===== src/rtl/bird_launch_controller_pkg.sv =====
// Shared definitions for the bird launch sequencer.
//   launch_state_t : 3-bit state code, also driven out as launch_state
//   DEF_*          : defaults for the top-level parameters
//   FRAME_CNT_W    : width of the shared frame counter
package bird_launch_controller_pkg;

  typedef enum logic [2:0] {
    S_IDLE   = 3'd0,
    S_AIM    = 3'd1,
    S_CHARGE = 3'd2,
    S_FLIGHT = 3'd3,
    S_RELOAD = 3'd4
  } launch_state_t;

  localparam int DEF_ANGLE_MAX = 7;
  localparam int DEF_MAX_POWER = 15;
  localparam int FRAME_CNT_W   = 7;

endpackage


===== src/rtl/bird_launch_controller_frame_tick_counter.sv =====
// Frame counter shared by the CHARGE, FLIGHT and RELOAD phases.
//   clk, reset : clock, synchronous active-high reset
//   clr        : synchronous clear, wins over tick
//   tick       : startOfFrame pulse
//   tc         : terminal count for the current phase
//   done       : this tick is the tc-th frame since the last clear
// The count saturates instead of wrapping.
module frame_tick_counter
  import bird_launch_controller_pkg::*;
(
  input  logic                   clk,
  input  logic                   reset,
  input  logic                   clr,
  input  logic                   tick,
  input  logic [FRAME_CNT_W-1:0] tc,
  output logic                   done
);

  localparam logic [FRAME_CNT_W-1:0] ONE = FRAME_CNT_W'(1);

  logic [FRAME_CNT_W-1:0] count_q, count_d;

  always_comb begin
    count_d = count_q;
    if (clr)                       count_d = '0;
    else if (tick && count_q != '1) count_d = count_q + ONE;
  end

  always_ff @(posedge clk) begin
    if (reset) count_q <= '0;
    else       count_q <= count_d;
  end

  // Done fires on the frame that would take the count to tc.
  assign done = tick && (count_q == tc - ONE);

endmodule


===== src/rtl/bird_launch_controller.sv =====
// Bird launch sequencer: aim -> charge -> launch -> flight -> reload.
//   clk, reset      : clock, synchronous active-high reset
//   startOfFrame    : frame pulse; every timing count advances on it
//   startGame       : level, game in play (low forces IDLE)
//   newLevelPulse   : forces AIM with default angle and zero power
//   birds_left      : remaining birds from the game controller
//   shoot_key       : press starts charge, release fires
//   angle_up_key /
//   angle_down_key  : rising edges step the angle
//   collisionBird   : flying bird hit something
//   shoot_bird_pulse: one-cycle launch strobe
//   launch_power, launch_angle, bird_active, bird_on_sling, launch_state:
//                     registered status to motion block and HUD
module bird_launch_controller
  import bird_launch_controller_pkg::*;
#(
  parameter int MAX_POWER      = DEF_MAX_POWER,
  parameter int CHARGE_FRAMES  = 2,
  parameter int FLIGHT_TIMEOUT = 90,
  parameter int RELOAD_FRAMES  = 15,
  parameter int ANGLE_MAX      = DEF_ANGLE_MAX,
  parameter int ANGLE_DEFAULT  = 3
) (
  input  logic       clk,
  input  logic       reset,
  input  logic       startOfFrame,
  input  logic       startGame,
  input  logic       newLevelPulse,
  input  logic [3:0] birds_left,
  input  logic       shoot_key,
  input  logic       angle_up_key,
  input  logic       angle_down_key,
  input  logic       collisionBird,
  output logic       shoot_bird_pulse,
  output logic [3:0] launch_power,
  output logic [2:0] launch_angle,
  output logic       bird_active,
  output logic       bird_on_sling,
  output logic [2:0] launch_state
);

  localparam logic [3:0] PWR_MAX = 4'(MAX_POWER);
  localparam logic [2:0] ANG_MAX = 3'(ANGLE_MAX);
  localparam logic [2:0] ANG_DEF = 3'(ANGLE_DEFAULT);

  launch_state_t state_q, state_d;
  logic [3:0]    power_q, power_d;
  logic [2:0]    angle_q, angle_d;
  logic          pulse_q, pulse_d;
  logic          active_q, active_d;
  logic          sling_q, sling_d;
  logic          shoot_prev_q, shoot_prev_d;
  logic          up_prev_q, up_prev_d;
  logic          down_prev_q, down_prev_d;

  logic                   shoot_edge, up_edge, down_edge;
  logic                   chg_step, cnt_clr, cnt_done;
  logic [FRAME_CNT_W-1:0] cnt_tc;

  assign shoot_edge = shoot_key      && !shoot_prev_q;
  assign up_edge    = angle_up_key   && !up_prev_q;
  assign down_edge  = angle_down_key && !down_prev_q;

  // Edge-detect history tracks the keys every cycle regardless of state,
  // so a shoot_key held across RELOAD never looks like a fresh press.
  assign shoot_prev_d = shoot_key;
  assign up_prev_d    = angle_up_key;
  assign down_prev_d  = angle_down_key;

  always_comb begin
    cnt_tc = FRAME_CNT_W'(FLIGHT_TIMEOUT);
    unique case (state_q)
      S_CHARGE: cnt_tc = FRAME_CNT_W'(CHARGE_FRAMES);
      S_RELOAD: cnt_tc = FRAME_CNT_W'(RELOAD_FRAMES);
      default:  cnt_tc = FRAME_CNT_W'(FLIGHT_TIMEOUT);
    endcase
  end

  always_comb begin
    state_d  = state_q;
    power_d  = power_q;
    angle_d  = angle_q;
    pulse_d  = 1'b0;
    chg_step = 1'b0;
    if (!startGame) begin
      state_d = S_IDLE;
      power_d = '0;
      angle_d = ANG_DEF;
    end else if (newLevelPulse) begin
      state_d = S_AIM;
      power_d = '0;
      angle_d = ANG_DEF;
    end else begin
      unique case (state_q)
        S_IDLE: if (birds_left != '0) state_d = S_AIM;
        S_AIM: begin
          if (up_edge && !down_edge && angle_q < ANG_MAX)
            angle_d = angle_q + 3'd1;
          else if (down_edge && !up_edge && angle_q != '0)
            angle_d = angle_q - 3'd1;
          if (shoot_edge) begin
            state_d = S_CHARGE;
            power_d = 4'd1;
          end
        end
        S_CHARGE: begin
          // Release beats a same-cycle power step.
          if (!shoot_key) begin
            state_d = S_FLIGHT;
            pulse_d = 1'b1;
          end else if (cnt_done) begin
            chg_step = 1'b1;
            if (power_q < PWR_MAX) power_d = power_q + 4'd1;
          end
        end
        S_FLIGHT: begin
          if (collisionBird || cnt_done) begin
            state_d = S_RELOAD;
            power_d = '0;
          end
        end
        S_RELOAD: if (cnt_done) state_d = (birds_left != '0) ? S_AIM : S_IDLE;
        default:  state_d = S_IDLE;
      endcase
    end
    active_d = (state_d == S_FLIGHT);
    sling_d  = (state_d == S_AIM) || (state_d == S_CHARGE);
  end

  // Counter idles cleared outside the timed states and restarts on every
  // state change and every charge step.
  assign cnt_clr = chg_step || (state_d != state_q) ||
                   (state_q == S_IDLE) || (state_q == S_AIM);

  frame_tick_counter u_frame_cnt (
    .clk  (clk),
    .reset(reset),
    .clr  (cnt_clr),
    .tick (startOfFrame),
    .tc   (cnt_tc),
    .done (cnt_done)
  );

  always_ff @(posedge clk) begin
    if (reset) begin
      state_q      <= S_IDLE;
      power_q      <= '0;
      angle_q      <= ANG_DEF;
      pulse_q      <= 1'b0;
      active_q     <= 1'b0;
      sling_q      <= 1'b0;
      shoot_prev_q <= 1'b0;
      up_prev_q    <= 1'b0;
      down_prev_q  <= 1'b0;
    end else begin
      state_q      <= state_d;
      power_q      <= power_d;
      angle_q      <= angle_d;
      pulse_q      <= pulse_d;
      active_q     <= active_d;
      sling_q      <= sling_d;
      shoot_prev_q <= shoot_prev_d;
      up_prev_q    <= up_prev_d;
      down_prev_q  <= down_prev_d;
    end
  end

  assign shoot_bird_pulse = pulse_q;
  assign launch_power     = power_q;
  assign launch_angle     = angle_q;
  assign bird_active      = active_q;
  assign bird_on_sling    = sling_q;
  assign launch_state     = state_q;

endmodule


===== config.mk =====
export PLATFORM = sky130hd
export DESIGN_NAME = bird_launch_controller
export DESIGN_NICKNAME = d
export VERILOG_FILES = /design/src/rtl/bird_launch_controller_pkg.sv /design/src/rtl/bird_launch_controller_frame_tick_counter.sv /design/src/rtl/bird_launch_controller.sv
export SDC_FILE = /design/constraint.sdc
export NUM_CORES = 1
export LEC_CHECK = 0
export ABC_AREA = 1
export BUFFER_PORTS_ARGS = -buffer_cell sky130_fd_sc_hd__buf_2
export CAP_MARGIN = 20
export CORE_ASPECT_RATIO = 0.7
export CORE_UTILIZATION = 56
export CTS_BUF_LIST = sky130_fd_sc_hd__clkbuf_8
export DETAILED_ROUTE_END_ITERATION = 12
export GPL_TIMING_DRIVEN = 0
export PLACE_DENSITY = 0.78
export SLEW_MARGIN = 20
export SYNTH_ARGS = -nofsm -noshare
export SYNTH_HDL_FRONTEND = slang
export SYNTH_SLANG_ARGS = --single-unit

===== constraint.sdc =====
create_clock -name clk -period 2.4 [get_ports clk]
set_clock_uncertainty 0.2 [all_clocks]
set_input_delay 0.24 -clock clk [delete_from_list [all_inputs] [get_ports clk]]
set_output_delay 0.24 -clock clk [all_outputs]
set_load 0.02 [all_outputs]

Word level (Yosys, flattened, before mapping). Cells that the tools add are included.

Flip-flop bits (word level): 23. Bits of input ports: 13. Output and inout port bits: 13. Word-level logic and storage cells: 87.

Add/sub/neg operators: 5. Order comparisons: 2. Equal/unequal tests: 15. Multiplexer cells: 24. Bitwise logic cells: 2. Reductions and logical operators: 29.

Operators by type and width (count): 2-to-1 mux 3 bit (9); 2-to-1 mux 4 bit (5); one-hot mux 3 bit (5 select lines) (1); one-hot mux 7 bit (2 select lines) (1); equality test 3 x 2 -> 1 bit (second input constant) (4); one-hot mux 4 bit (3 select lines) (1); inequality test 2 bit (second input constant) (5); logical AND 1 bit (9); adder 7 x 1 -> 7 bit (second input constant) (1); equality test 7 bit (1); 2-to-1 mux 1 bit (7); inequality test 7 bit (second input constant) (1); subtractor 7 x 1 -> 7 bit (second input constant) (1); equality test 3 x 1 -> 1 bit (second input constant) (2); AND reduction 6 bit (1); nonzero test 3 bit (2); zero test 1 bit (5); logical OR 1 bit (5); adder 4 x 1 -> 4 bit (second input constant) (1); < comparator 4 bit (second input constant) (1); nonzero test 4 bit (1); OR reduction 4 bit (1); adder 3 x 1 -> 3 bit (second input constant) (1); equality test 3 bit (second input constant) (1); other kinds (9) (10).

Longest topological paths before layout.
Depth in word-level cells: 15. Gate-level depth with buffers: 16. Mapped depth without buffers: 16.

Cells and area by module. From an unflattened synthesis, not the netlist that was laid out.

Cells, all modules: 257. Area total of the unflattened synthesis: 1589.0 um^2.

Modules (own cells, without submodules): bird_launch_controller (times used 1, cells an instance 152, area an instance 985.9 um^2, seq. area each 320.3 um^2); frame_tick_counter (times used 1, cells an instance 105, area an instance 603.1 um^2, seq. area each 140.1 um^2).

Worst setup path before layout. Ideal clock, no wire load.

Path kind: flip-flop to flip-flop. From: reg state_q[2], in the netlist launch_state[2]. To: reg u_frame_cnt.count_q[0]. Library setup time: 64 ps. Data arrival time: 1778 ps. Required time: 2136 ps. Setup slack: 358 ps. Stages on the path, launching flop included: 17. Path buffers: 0. Clock period less this slack: 2042 ps. Cells stage by stage: dfxtp_1 inv_2 nand2_2 nor2_4 nand2_1 nand2_1 nor2_4 nand2_4 nand2_1 nand2_1 nand2_1 nand2_1 nand2_1 nand2_2 nor2_4 nand3_4 nor2_2.

Longest elaborated chain between the ends: 15. Elaborated cells on any way between the ends: 28. Classes of those cells: add/sub: 1; eq/ne: 6; mux: 14; reduce/logical: 7.

Ends and longest elaborated chain: from (decl) (RTL line bird_launch_controller.sv:46) `launch_state_t state_q, state_d;`; from (signal assigned) (RTL line bird_launch_controller.sv:156) `state_q <= state_d;`; equality test 3 bit or equality test 3 x 2 -> 1 bit (tied branches) (RTL line bird_launch_controller.sv:72, bird_launch_controller.sv:94); one-hot mux 7 bit (2 select lines) (RTL line bird_launch_controller.sv:72) `unique case (state_q)`; subtractor 7 x 1 -> 7 bit (RTL line bird_launch_controller_frame_tick_counter.sv:35) `assign done = tick && (count_q == tc - ONE);`; equality test 7 bit (RTL line bird_launch_controller_frame_tick_counter.sv:35); logical AND 1 bit (RTL line bird_launch_controller_frame_tick_counter.sv:35); logical OR 1 bit (RTL line bird_launch_controller.sv:117) `if (collisionBird || cnt_done) begin`; 2-to-1 mux 3 bit (RTL line bird_launch_controller.sv:117); one-hot mux 3 bit (5 select lines) (RTL line bird_launch_controller.sv:94) `unique case (state_q)`; 2-to-1 mux 3 bit (RTL line bird_launch_controller.sv:89) `end else if (newLevelPulse) begin`; 2-to-1 mux 3 bit (RTL line bird_launch_controller.sv:85) `if (!startGame) begin`; inequality test 3 bit (RTL line bird_launch_controller.sv:132) `assign cnt_clr = chg_step || (state_d != state_q) ||`; logical OR 1 bit (2 in a row) (RTL line bird_launch_controller.sv:132); logical OR 1 bit * (RTL line bird_launch_controller.sv:133) `(state_q == S_IDLE) || (state_q == S_AIM);`; OR reduction 2 bit (no line) *; to (signal assigned) (RTL line bird_launch_controller_frame_tick_counter.sv:31) `else count_q <= count_d;`; to (decl) (RTL line bird_launch_controller_frame_tick_counter.sv:21) `logic [FRAME_CNT_W-1:0] count_q, count_d;`.

Every way passes the cells marked *; elsewhere a longest branch is shown, timed or not. A chain may end at the register's enable or synchronous reset.

Worst setup path in the final report.
From: reg state_q[0], in the netlist launch_state[0]. To: reg u_frame_cnt.count_q[2].

The elaborated chain is that of the path after synthesis.

==> results.md <==
- Main combinational cell family by area after synthesis: simple AND/OR/NAND/NOR gates
- Global-route wire length before repair: 4.66 mm
- Required @ worst endpoint: 2.40 ns
- Synth Area per Inst: 7.05 sq um
- Final wirelength: 2.81 mm
- Synth Register Bits: 23
- RSZ-0062 raised after global routing: false
- Drt wl/cell: 11.2 um
- Final hold violation count: 0
- Final core utilization: 0.709
- Post-Layout Cell Count: 250
- Element type at the critical path end: flop
- DRC Markers: 0
- Register area: 462 sq um
- Delay-heaviest family, CP: simple AND/OR/NAND/NOR gates
- PD cells: 455 nW/um^2
- Pleak: 0.000706 uW
- Largest net degree at the start of global routing: 13
- DRT Pass-1 Iters: 4
- Die Y-Extent: 42.7 um
- Crit path max fanout: 7
- Seq/Total Area, Yosys: 0.347
- Status: completed
- WP buf/inv: 0
- Routability cong.: 0.888
- Minimum clock period: 2.24 ns
- Peak per-stage delay on the critical path: 0.41 ns
- CTS tree: done
- Clock tree buffer depth: 2
- Post-Synth XOR/XNOR Area: 0.0463
- Via count: 1245
- Number of max-cap violations: 0
- Placed Cells incl. Taps: 244
- Initial antenna violation count: 0
- Fraction of layout cells with a size suffix above 1: 0.243
- Final nets: 235
- Tcrit/Tclk final: 0.932
- Slowest-stage cell, CP: dfxtp_1
- Mux contribution to synthesized area: 0.00755
- Full die area: 2570 sq um
- Crit path kind: flop to flop
- Setup Buffers After CTS: 0
- Initial Util: 0.605
- CTS sink cnt: 23
- Vias in the first global route: 1084
- Final setup viols: 0
- Worst reg-to-reg setup slack: 0.16 ns
- Final setup TNS: 0 ns
- Overall routing resource usage: 0.240
- Synth Area in Compound Gates: 0.0614
- FP Rows: 14
- Clock-pin slew on the worst setup and hold paths: 0.08 ns
- CTS root buffer: clkbuf_8
- Worst-Margin Slew: 0.451 ns
- Clock Latency Late Sink: 0.26 ns
- Final setup margin: 0.164 ns
- Slew Limit Fails: 0
- Initial DRC Count: 84
- Total CTS buffers: 3
- Synth top area share: 0.347
- Area occupied by multi-input gates: 756 sq um
- Worst hold path class: input port to flop
- Max transition margin: 0.699
- Crit path DAT: 2.24 ns
- Number of inserted diodes: 0
- DR vias/cell: 4.98
- Synth top area cells: dfxtp_1, nand2_1, nor2_1
- Mapped cell area: 1330 sq um
- CORE AREA: 2190 sq um
- Adder-Cell Fraction of Synth Area: 0.0340
- Post-Syn Instances: 188
- Congestion Overflow GR: 0
- CP Cell Sequence: nor2_2, nand2_2, nand4_1, nand2_2, nand2_4, nand3_2, nand2_2, nand2_1, nand2_1, nand2_1, nor2_4, nand3_4, nor2_2
- H-tree Lvls: 1
- Post-synthesis cell type count: 27
- Io pins: 26
- Final ANT Viol Nets: 0
- Simple-gate share of the synthesized area: 0.421
- Port Buffers: 24
- Kind of start point of the critical path: flop
- Layout area overhead: 17.1%
- DIE WIDTH: 60.1 um
- Pre-CTS WS: 0.214 ns
- Highest Clock Rate: 447 MHz
- Syn Nets: 204
- Detailed placement HPWL: 2.20 mm
- Synth warn: 0
- VDD IR-drop max: 288 uV
- Largest area contributor in the synthesized netlist: dfxtp_1
- Fillers: 175
==> cell usage after synthesis, drive strengths merged <==
master / number
inv: 28
o21ai: 4
dfxtp: 23
a311o: 1
xnor2: 2
nand2: 41
xor2: 5
a21oi: 7
mux2i: 1
nand4: 3
nor2: 38
o311ai: 1
o21bai: 1
ha: 2
nor3b: 1
nor3: 8
fa: 1
clkbuf: 1
nand3: 20
==> path summary, 6_finish.rpt <==
check                                     start                     end  depth (start not counted)
worst max-delay path            launch_state[0]  u_frame_cnt.count_q[2]                         13
worst min register to register  launch_angle[2]         launch_angle[2]                          1
worst max register to register  launch_state[0]  u_frame_cnt.count_q[2]                         13
worst min-delay path                  shoot_key            shoot_prev_q                          3
==> layout make-up <==
cell class / instances / area share
buffer: 1 / 0.00242
clock buffer: 3 / 0.0266
clock inverter: 1 / 0.00242
inverter: 28 / 0.0677
multi-input combinational: 136 / 0.487
sequential: 23 / 0.298
tap: 32 / 0.0258
timing repair buffer: 26 / 0.0903
==> routing by layer <==
layer  share of wire  GRT usage  wire length, um
met3           0.079     0.0579              223
met1            0.50      0.344             1410
met2            0.41      0.367             1160
met4          0.0032     0.0419                9
met5               0          0                0
==> kinds of logic after synthesis <==
family	Yosys count
AOI/OAI and AO/OA	14
xor gates and xnor gates	7
adders and majority gates	3
buffers and inverters	29
DFF	23
muxes	1
and+or+nand+nor	111
==> what timing repair did <==
| action | CTS | global route |
|---|---|---|
| resized for setup | 0 | 2 |
| setup endpoints to repair | 0 | 8 |
| hold endpoints to repair | 2 | 0 |
| hold buffers | 2 | 0 |
==> cell usage in the layout, fill, tap and decap left out, drive strengths merged, types with 2 or more instances in the layout <==
| cell | netlist | routed |
|---|---|---|
| nand2 | 41 | 41 |
| nor2 | 38 | 38 |
| inv | 28 | 29 |
| buf | 0 | 24 |
| dfxtp | 23 | 23 |
| nand3 | 20 | 20 |
| nor3 | 8 | 8 |
| a21oi | 7 | 7 |
| xor2 | 5 | 5 |
| clkbuf | 1 | 4 |
| o21ai | 4 | 4 |
| nand4 | 3 | 3 |
| xnor2 | 2 | 2 |
| ha | 2 | 2 |
| dlygate4sd3 | 0 | 2 |
==> stage by stage <==
stage	power, uW	hold slack (ns)	cell area (sq um)
3_5_place_dp	478	0.259	1490
4_1_cts	709	0.0278	1550
2_1_floorplan	454	0.147	1330
6_report	705	0.0291	1550
3_3_place_gp	475	0.254	1490
5_1_grt	736	0.0680	1550
==> power by group <==
group / total (uW) / internal (uW) / switching, uW
Combinational: 80.2 / 30.5 / 49.7
Sequential: 392 / 387 / 5.31
Clock: 233 / 114 / 119
==> worst register-to-register path, stage by stage, from the launching register on <==
cell,delay (ns)
dfxtp_1,0.41
nor2_2,0.26
nand2_2,0.11
nand4_1,0.12
nand2_2,0.09
nand2_4,0.10
nand3_2,0.13
nand2_2,0.11
nand2_1,0.08
nand2_1,0.07
nand2_1,0.08
nor2_4,0.13
nand3_4,0.15
nor2_2,0.12
==> sequential cells by signal, summed over array words and instances, names as in the netlist, 3 cells and up <==
name                 cells
launch_angle             3
u_frame_cnt.count_q      7
launch_power             4
launch_state             3
Note: power is estimated with default switching activity, not from simulation.
